**src/rtl/tile_pixel_index_gen.sv**
```systemverilog
// Tile pixel index generator: maps the VGA scan position and board state to a
// per-pixel decoder select (tile_val) and 2-bit palette index (pix_idx), with a
// 3-cycle fixed-latency pipeline around an external synchronous glyph ROM.
module tile_pixel_index_gen #(
  parameter int unsigned BOARD_X = 95,
  parameter int unsigned BOARD_Y = 15,
  parameter int unsigned TILE    = 100,
  parameter int unsigned GAP     = 10,
  parameter int unsigned GW      = 64,
  parameter int unsigned GH      = 32
) (
  input  logic        clk,
  input  logic        rst_n,
  input  logic        pix_valid_in,
  input  logic [9:0]  h_cnt,
  input  logic [9:0]  v_cnt,
  input  logic [63:0] board,
  output logic [14:0] glyph_addr,
  input  logic        glyph_bit,
  output logic        pix_valid_out,
  output logic [3:0]  tile_val,
  output logic [1:0]  pix_idx,
  output logic        in_board
);

  localparam int unsigned BW    = 4 * TILE + 5 * GAP;
  localparam int unsigned PITCH = TILE + GAP;
  localparam int unsigned GX0   = (TILE - GW) / 2;
  localparam int unsigned GY0   = (TILE - GH) / 2;
  localparam int unsigned VMAX  = 11;

  typedef enum logic [1:0] {
    REG_OUT   = 2'd0,
    REG_FRAME = 2'd1,
    REG_CELL  = 2'd2
  } region_t;

  logic [63:0] board_q;

  // S1 / S2 pipeline registers
  logic        s1_valid, s2_valid;
  region_t     s1_region, s2_region;
  logic [3:0]  s1_val, s2_val;
  logic        s1_glyph, s2_glyph;

  // Classification results for the incoming pixel
  logic [31:0] px, py, lx, ly;
  logic        hit_x, hit_y, in_brd, in_glyph;
  logic [1:0]  col, row;
  logic [3:0]  cell_raw, cell_val;
  region_t     region_c;
  logic [14:0] addr_c;

  // Region, cell and glyph-box decode using range compares only
  always_comb begin
    px       = 32'(h_cnt);
    py       = 32'(v_cnt);
    hit_x    = 1'b0;
    hit_y    = 1'b0;
    col      = 2'd0;
    row      = 2'd0;
    lx       = 32'd0;
    ly       = 32'd0;
    for (int unsigned c = 0; c < 4; c++) begin
      if (px >= BOARD_X + GAP + c * PITCH && px < BOARD_X + GAP + c * PITCH + TILE) begin
        hit_x = 1'b1;
        col   = 2'(c);
        lx    = px - (BOARD_X + GAP + c * PITCH);
      end
      if (py >= BOARD_Y + GAP + c * PITCH && py < BOARD_Y + GAP + c * PITCH + TILE) begin
        hit_y = 1'b1;
        row   = 2'(c);
        ly    = py - (BOARD_Y + GAP + c * PITCH);
      end
    end
    in_brd   = (px >= BOARD_X) && (px < BOARD_X + BW) &&
               (py >= BOARD_Y) && (py < BOARD_Y + BW);
    cell_raw = board_q[{row, col, 2'b00} +: 4];
    cell_val = (cell_raw > 4'(VMAX)) ? 4'(VMAX) : cell_raw;
    in_glyph = hit_x && hit_y &&
               (lx >= GX0) && (lx < GX0 + GW) &&
               (ly >= GY0) && (ly < GY0 + GH);
    if (!in_brd)             region_c = REG_OUT;
    else if (hit_x && hit_y) region_c = REG_CELL;
    else                     region_c = REG_FRAME;
    addr_c   = in_glyph ? {cell_val, 5'(ly - GY0), 6'(lx - GX0)} : 15'd0;
  end

  // S1: register classification, glyph address and frame-start board snapshot
  always_ff @(posedge clk or negedge rst_n) begin
    if (!rst_n) begin
      s1_valid   <= 1'b0;
      s1_region  <= REG_OUT;
      s1_val     <= 4'd0;
      s1_glyph   <= 1'b0;
      glyph_addr <= 15'd0;
      board_q    <= 64'd0;
    end else begin
      s1_valid <= pix_valid_in;
      if (pix_valid_in) begin
        s1_region  <= region_c;
        s1_val     <= cell_val;
        s1_glyph   <= in_glyph;
        glyph_addr <= addr_c;
        if (h_cnt == 10'd0 && v_cnt == 10'd0) board_q <= board;
      end
    end
  end

  // S2: delay stage aligned with the glyph ROM read
  always_ff @(posedge clk or negedge rst_n) begin
    if (!rst_n) begin
      s2_valid  <= 1'b0;
      s2_region <= REG_OUT;
      s2_val    <= 4'd0;
      s2_glyph  <= 1'b0;
    end else begin
      s2_valid  <= s1_valid;
      s2_region <= s1_region;
      s2_val    <= s1_val;
      s2_glyph  <= s1_glyph;
    end
  end

  // Output stage: combine S2 decode with the returned glyph bit
  always_ff @(posedge clk or negedge rst_n) begin
    if (!rst_n) begin
      pix_valid_out <= 1'b0;
      tile_val      <= 4'd0;
      pix_idx       <= 2'd0;
      in_board      <= 1'b0;
    end else begin
      pix_valid_out <= s2_valid;
      tile_val      <= 4'd0;
      pix_idx       <= 2'd0;
      in_board      <= 1'b0;
      if (s2_valid) begin
        case (s2_region)
          REG_FRAME: begin
            pix_idx  <= 2'd1;
            in_board <= 1'b1;
          end
          REG_CELL: begin
            in_board <= 1'b1;
            if (s2_val == 4'd0) begin
              pix_idx <= 2'd2;
            end else begin
              tile_val <= s2_val;
              pix_idx  <= (s2_glyph && glyph_bit) ? 2'd1 : 2'd0;
            end
          end
          default: ;
        endcase
      end
    end
  end

endmodule

```
**config.mk**
```make
export PLATFORM = sky130hd
export DESIGN_NAME = tile_pixel_index_gen
export DESIGN_NICKNAME = d
export VERILOG_FILES = /design/src/rtl/tile_pixel_index_gen.sv
export SDC_FILE = /design/constraint.sdc
export NUM_CORES = 1
export LEC_CHECK = 0
export ABC_CLOCK_PERIOD_IN_PS = 2300
export CORE_MARGIN = 5
export CORE_UTILIZATION = 55
export CTS_CLUSTER_DIAMETER = 150
export DETAILED_ROUTE_END_ITERATION = 12
export PLACE_DENSITY = 0.84
export SKIP_LAST_GASP = 1
export SLEW_MARGIN = 20
export SYNTH_ARGS = -nofsm -noshare
export SYNTH_HDL_FRONTEND = slang
export SYNTH_SLANG_ARGS = --single-unit
```
**constraint.sdc**
```tcl
create_clock -name clk -period 2.3 [get_ports clk]
set_input_delay 0.46 -clock clk [delete_from_list [all_inputs] [get_ports clk]]
set_output_delay 0.46 -clock clk [all_outputs]
set_load 0.01 [all_outputs]
```
==> impl_metrics.tcl, run 1 <==
set metrics [dict create \
    ios 111 \
    grt_usage_pct 84.0 \
    root_buffer "clkbuf_16" \
    num_rows 40 \
    clkSinkCount 103 \
    syn_area_per_cell_um2 9.70 \
    gp_congestion 0.950 \
    yosys_warnings 0 \
    ctsLongestPathBuffers 2 \
    worstEndpointGrtRepair "glyph_addr[12]$_DFFE_PN0P_/D" \
    syn_area_um2 6820 \
    grt_overflow_total 514 \
    synth_nets 803 \
    error "[ERROR GRT-0232] Routing congestion too high. Check the congestion heatmap in the GUI." \
    dp_cells 1144 \
    synth_flop_cell "dfrtp_1" \
    chipWidth_um 121 \
    seq_area_frac_synth_pct 37.8 \
    stop_stage "global routing" \
    htreeDepth 3 \
    ys_ff_latch 103 \
    syn-instance-count 703 \
    dp_slack_ns -1.61 \
    synthArstFlopShare_pct 100 \
    numCtsBuffers 9 \
    cts-hold-fix-buffers 0 \
    dp_hpwl_um 19800 \
    initial_utilization_pct 56.5 \
    portBuffers 110 \
    worst-ep-kind "register data pin" \
    ys_types 92 \
    chipHeight_um 121 \
    status "did not finish" \
    grt_max_degree 45 \
    synth-edff-count 0 \
]
## cell usage after synthesis, types with 5 or more instances
cell | count | share of area [%]
a211o_1 | 5 | 0.64
a211oi_1 | 7 | 0.77
a21oi_1 | 33 | 2.4
a22oi_1 | 6 | 0.66
a31oi_1 | 8 | 0.73
and2_1 | 8 | 0.73
and3_1 | 8 | 0.73
buf_2 | 22 | 1.6
buf_6 | 5 | 0.83
clkbuf_1 | 17 | 0.94
dfrtp_1 | 103 | 38
ha_1 | 12 | 2.2
inv_1 | 19 | 1.0
mux2_2 | 64 | 11
mux2i_1 | 12 | 1.8
nand2_1 | 80 | 4.4
nand2b_1 | 6 | 0.55
nand3_1 | 25 | 1.8
nand4_1 | 11 | 1.0
nor2_1 | 38 | 2.1
nor2b_1 | 7 | 0.64
nor3_1 | 19 | 1.4
nor4_1 | 5 | 0.46
o2111ai_1 | 9 | 1.2
o211ai_1 | 9 | 0.99
o21ai_0 | 20 | 1.5
o221ai_1 | 7 | 0.90
o2bb2ai_2 | 8 | 1.8
o31ai_1 | 7 | 0.77
xnor2_1 | 7 | 0.90
## cells by family after synthesis
| kind of cell | Yosys count | share of synthesized area, % |
|---|---|---|
| AOI/OAI and AO/OA | 192 | 23.1 |
| adders and majority gates | 12 | 2.20 |
| xor gates and xnor gates | 9 | 1.16 |
| buffers and inverters | 71 | 5.25 |
| DFF | 103 | 37.8 |
| and+or+nand+nor | 240 | 18.2 |
| muxes | 76 | 12.3 |
## metal layers
layer,GRT overflow,track usage (%)
met1,3,77.8
met2,344,105
met3,6,67.4
met4,161,92.2
met5,0,25.4
## metrics by stage
step / hold slack (ns) / util, % / cell area [um^2] / setup TNS, ns
global placement: 0.333 / 80.4 / 9690 / -64.76
CTS: 0.115 / 92.1 / 11100 / -15.21
detailed placement: 0.359 / 80.4 / 9690 / -70.33
floorplan: 0.164 / - / 7030 / -10.40
## what timing repair did
action,4_1_cts
pin swaps,57
buffers inserted,53
setup endpoints to repair,86
gates resized for setup,162
cloned,6
==> run 2: changes to the inputs <==
CORE_UTILIZATION = 40   (was 55)
CTS_CLUSTER_DIAMETER = unset   (was 150)
PLACE_DENSITY = unset   (was 0.84)
PLACE_DENSITY_LB_ADDON = 0.15   (was unset)
==> impl_metrics.tcl, run 2 <==
set metrics [dict create \
    maxCapViolations 0 \
    critPathMaxStageDelay_ns 0.39 \
    synth_top_area_share_pct 37.8 \
    combinationalPowerShare_pct 30.2 \
    startpoint_type "input port" \
    chipWidth_um 141 \
    fin_crit_sh_pct 130 \
    clkSinkCount 103 \
    tns_ns -11.89 \
    grt_overflow_total 0 \
    synth_flop_cell "dfrtp_1" \
    top_register "board_q" \
    slew_headroom_pct 55.5 \
    drive_gt1_share_pct 47.9 \
    seq_area_frac_synth_pct 37.8 \
    final.setup_skew_ns 0.00927 \
    crit_type "input port to flop" \
    cp-end-kind "flop" \
    drt_iter0_drc 497 \
    antenna_found_initial 0 \
    worstSkewPairLatency_ns 0.35 \
    ys_top_cells_by_area "dfrtp_1 38%, mux2_2 11%, nand2_1 4.4%, a21oi_1 2.4%, ha_1 2.2%" \
    gp_congestion 0.956 \
    largest_reg_flops 64 \
    fillerInstances 1274 \
    slew_viol_final 0 \
    wl_met3_um 1440 \
    period_minus_slack_ns 2.99 \
    clk_pin_slew_ns 0.07 \
    cp.depth 13 \
    pwr-share-seq_pct 37.7 \
    internal_power_mw 3.50 \
    violations "negative setup slack" \
    num_vias 7276 \
    ir_drop_v 0.000471 \
    firstDrtPassIters 5 \
    yosys_warnings 0 \
    finalWorstSetupSlack_ns -0.689 \
    initial_utilization_pct 41.0 \
    cp_num_buf_inv 3 \
    syn_area_um2 6820 \
    vias_per_cell 5.68 \
    die_area_um2 19800 \
    drc 0 \
    slowest_stage "a311o_1" \
    ys_ff_latch 103 \
    synth.most_common_cell "dfrtp_1" \
    ctsLongestPathBuffers 2 \
    synthArstFlopShare_pct 100 \
    finalHoldViolations 0 \
    status "finished with violations" \
    stdcell_area_um2 11300 \
    cp_cell_sequence "buf_8 -> buf_6 -> ha_4 -> or2_4 -> a21oi_4 -> nand3_4 -> a311o_1 -> a32o_2 -> o211ai_4 -> mux2i_4 -> nand4_4 -> buf_12 -> o41ai_4" \
    p_per_area_nw_per_um2 439 \
    dp_slack_ns -1.67 \
    synth-edff-count 0 \
    wl_per_cell_um 19.9 \
    htreeDepth 3 \
    mostFrequentLayoutCell "buf_4" \
    antennaDiodeCount 0 \
    ys_types 92 \
    portBuffers 110 \
    cp_max_fo 8 \
    dp_hpwl_um 19200 \
    clockPowerShare_pct 32.1 \
    grt_pass1_vias 7571 \
    grt_max_degree 46 \
    hold_class "input port to asynchronous set/reset pin" \
    ant_nets 0 \
    cp.required_ns 2.54 \
    worst-r2r-setup-slack_ns 0.06 \
    syn-instance-count 703 \
    ys_top_cells_by_count "103 x dfrtp_1, 80 x nand2_1, 64 x mux2_2" \
    fmax_ghz 0.335 \
    final_cell_mix "244 x buf_4, 103 x dfrtp_1, 89 x clkdlybuf4s50_1, 73 x nand2_1, 63 x mux2_2" \
    yosysTopAreaCell "dfrtp_1" \
    setup_viol 20 \
    p_leak_nw 4.97 \
    ios 111 \
    met2_length_um 12500 \
    syn_area_per_cell_um2 9.70 \
    num_rows 47 \
    layout.nets 1155 \
    area_delta_synth_final_pct 65.5 \
    grt_pass1_wl_um 40800 \
    wirelength_um 25500 \
    numCtsBuffers 9 \
    cts_tree "built" \
    cpLargestDelayFamily "compound AO/OA/AOI/OAI gates" \
    arrival_ns 3.23 \
    rsz0062_at_grt "yes" \
    switching_share_pct 29.3 \
    top_regs "board_q x64, glyph_addr x15" \
    worst-r2r-cell-count 7 \
    top_layer "met4" \
    placed_area_um2 9810 \
    m1WireLength_um 10900 \
    core_um2 16600 \
    root_buffer "clkbuf_16" \
    grt_usage_pct 25.7 \
    tightest_slew_ns 0.659 \
    chipHeight_um 141 \
    switchingPower_mw 1.45 \
    synth_nets 803 \
    cts-hold-fix-buffers 0 \
]
## run 2: cell counts after synthesis
Identical to the previous run, type by type.
## run 2: kinds of logic (layout without fill, tap and decap cells)
kind of cell               Yosys count  count (layout)  share of synthesized area, %
and+or+nand+nor                    240             240                          18.2
AOI/OAI and AO/OA                  192             192                          23.1
DFF                                103             103                          37.8
muxes                               76              76                          12.3
buffers and inverters               71             428                          5.25
adders and majority gates           12              12                          2.20
xor gates and xnor gates             9               9                          1.16
## run 2: metal layers
layer  GRT usage, %  vias to the layer above
met5              0                        -
met4           6.53                        0
met3           3.85                       42
met2           43.4                      256
met1           34.6                     3610
li1               -                     3368
## run 2: worst paths after layout
path	start	to
min reg2reg	s1_valid	s2_valid
min in group clk	s1_valid	s2_valid
max	h_cnt[1]	glyph_addr[0]
max reg2reg	board_q[22]	glyph_addr[12]
min	rst_n	glyph_addr[0]
max in group asynchronous	rst_n	board_q[45]
## run 2: power by group through the flow
stage          sequential (mW)  combinational, mW  clock (mW)
2_1_floorplan             1.90              0.562           0
3_3_place_gp              1.90               1.23           0
3_5_place_dp              1.90               1.24           0
4_1_cts                   1.87               1.43        1.61
5_1_grt                   1.87               1.59        1.70
6_report                  1.87               1.49        1.59
## run 2: metrics by stage
step	instances	utilization, %	power, mW	hold WS, ns
finish	1280	67.8	4.95	0.114
CTS	1271	66.4	4.91	0.123
floorplan	703	-	2.46	0.164
global route	1280	67.8	5.17	0.166
detailed placement	1201	58.9	3.14	0.347
global placement	1201	58.9	3.13	0.333
## run 2: timing repair
| item | 4_1_cts | 5_1_grt |
|---|---|---|
| cloned | 2 | 2 |
| setup endpoints to repair | 85 | 82 |
| pin swaps | 56 | 24 |
| buffers inserted | 53 | 7 |
| gates resized for setup | 167 | 28 |
## run 2: area by class of cell
| type | instances | area [um^2] | share of cell area (%) |
|---|---|---|---|
| repair buffers | 390 | 3450 | 30.5 |
| flip-flops and latches | 103 | 2580 | 22.8 |
| inverters | 22 | 85.1 | 0.754 |
| clock buffers | 10 | 239 | 2.12 |
| clock inverters | 6 | 76.3 | 0.676 |
| multi-input cells | 529 | 4590 | 40.6 |
| well taps | 220 | 275 | 2.44 |
No activity file was read; power rests on OpenSTA's default activity.
==> run 3: changes to the inputs <==
CAP_MARGIN = 20   (was unset)
GPL_TIMING_DRIVEN = 0   (was unset)
HOLD_SLACK_MARGIN = 0.02   (was unset)
==> impl_metrics.tcl, run 3 (synthesis results as in run 2) <==
set metrics [dict create \
    status "finished with violations" \
    violations "negative setup slack" \
    numCtsBuffers 9 \
    placed_area_um2 8410 \
    initial_utilization_pct 41.0 \
    mostFrequentLayoutCell "dfrtp_1" \
    worst-r2r-cell-count 7 \
    ir_drop_v 0.000406 \
    finalHoldViolations 0 \
    chipHeight_um 141 \
    num_rows 47 \
    finalWorstSetupSlack_ns -0.678 \
    r2r_start "board_q[22]" \
    fmax_ghz 0.336 \
    min_from "s1_val[3]" \
    top_register "board_q" \
    cp.required_ns 2.56 \
    period_minus_slack_ns 2.98 \
    dp_hpwl_um 17700 \
    cp_max_fo 10 \
    slew_headroom_pct 37.2 \
    slew_viol_final 0 \
    chipWidth_um 141 \
    clk_pin_slew_ns 0.07 \
    worst-r2r-setup-slack_ns 0.05 \
    instances_no_fill 1141 \
    startpoint_type "input port" \
    p_per_area_nw_per_um2 464 \
    cp_cell_sequence "clkdlybuf4s15_2 -> buf_6 -> buf_2 -> o21ai_0 -> a21oi_1 -> o311ai_2 -> a32oi_1 -> nor3_2 -> a31o_1 -> mux2i_4 -> nand4_4 -> buf_6 -> o41ai_4" \
    portBuffers 108 \
    ios 111 \
    final_core_util_pct 61.8 \
    core_um2 16600 \
    drive_gt1_share_pct 39.8 \
    gp_congestion 0.910 \
    path_common_cell "buf_6" \
    final_cell_mix "103 x dfrtp_1, 88 x clkdlybuf4s50_1, 87 x buf_4, 71 x nand2_1, 63 x mux2_2" \
    final.setup_skew_ns 0.00706 \
    grt_usage_pct 24.8 \
    layout.nets 1016 \
    tightest_slew_ns 0.942 \
    grt_overflow_total 0 \
    slowest_stage "a21oi_1" \
    stdcell_area_um2 10300 \
    drc 0 \
    rsz0062_at_grt "yes" \
    critPathMaxStageDelay_ns 0.32 \
    die_area_um2 19800 \
    grt_pass1_wl_um 38800 \
    hold_depth 0 \
    antennaDiodeCount 0 \
    clkSinkCount 103 \
    p_leak_nw 4.35 \
    top_regs "board_q x64, glyph_addr x15" \
    crit_type "input port to flop" \
    antenna_found_initial 0 \
    maxCapViolations 0 \
    holdWs_ns 0.375 \
    worst_r2r_endpoint "glyph_addr[12]" \
    cp-end-kind "flop" \
    ctsLongestPathBuffers 2 \
    min_to "s2_val[3]" \
    drt_iter0_drc 544 \
    fillerInstances 1416 \
    htreeDepth 3 \
    setup_viol 20 \
    wirelength_um 25200 \
    firstDrtPassIters 6 \
    dp_cells 1032 \
    hold_class "flop to flop" \
    worstSkewPairLatency_ns 0.36 \
    largest_reg_flops 64 \
    fin_crit_sh_pct 129 \
    cts_tree "built" \
    grt_pass1_vias 6864 \
    wl_per_cell_um 22.0 \
    vias_per_cell 5.99 \
    num_vias 6835 \
    ant_nets 0 \
    root_buffer "clkbuf_16" \
    area_delta_synth_final_pct 50.8 \
    arrival_ns 3.23 \
    grt_max_degree 83 \
]
run 3: report_power, final:
part	switching (mW)	internal, mW
sequential	0.0190	1.84
combinational	0.708	0.594
clock	0.718	0.889
total	1.45	3.33
run 3: worst max-delay path by stage:
| stage | slack [ns] | startpoint | endpoint |
|---|---|---|---|
| CTS | -0.63 | h_cnt[8] | glyph_addr[12] |
| global placement | -3.04 | rst_n | board_q[1] |
| global route | -0.74 | v_cnt[1] | glyph_addr[0] |
| floorplan | -0.63 | h_cnt[0] | glyph_addr[8] |
| detailed placement | -2.18 | h_cnt[0] | glyph_addr[12] |
| finish | -0.68 | v_cnt[2] | glyph_addr[0] |
run 3: through the flow:
step | setup TNS (ns) | total power, mW | setup WS [ns]
detailed placement | -110.70 | 2.88 | -2.18
CTS | -10.97 | 4.73 | -0.627
finish | -12.04 | 4.77 | -0.678
floorplan | -10.40 | 2.46 | -0.634
global placement | -421.04 | 2.88 | -3.04
global route | -13.79 | 4.95 | -0.737
run 3: layer usage:
metal  wire (um)  track usage [%]
met5           0                0
met4         791             8.26
met3        1510             4.29
met2       12000             40.2
met1       10900             33.6
run 3: timing repair:
action / CTS / global route
gates cloned: 5 / 1
hold buffers: 1 / 0
endpoints found under the setup margin: 86 / 59
gates resized for setup: 219 / 29
buffers inserted: 71 / 17
pin swaps: 56 / 13
hold endpoints to repair: 21 / 0
run 3: cell type report:
type / count / area [um^2] / share of cell area, %
clock buffers: 10 / 239 / 2.32
clock inverters: 6 / 73.8 / 0.718
plain buffers: 47 / 460 / 4.48
inverters: 22 / 96.3 / 0.937
well taps: 220 / 275 / 2.68
flip-flops and latches: 103 / 2580 / 25.1
multi-input cells: 529 / 4650 / 45.2
repair buffers: 204 / 1910 / 18.6
run 3: critical path: cells and delay by family:
kind	cells	cell delay, ns
AOI/OAI and AO/OA	6	1.47
buffers and inverters	4	0.85
muxes	1	0.17
and+or+nand+nor	2	0.26
==> run 4: changes to the inputs <==
CTS_CLUSTER_SIZE = 16   (was unset)
==> results of run 4 <==
Final layout, timing and power as in run 3 (identical DEF).
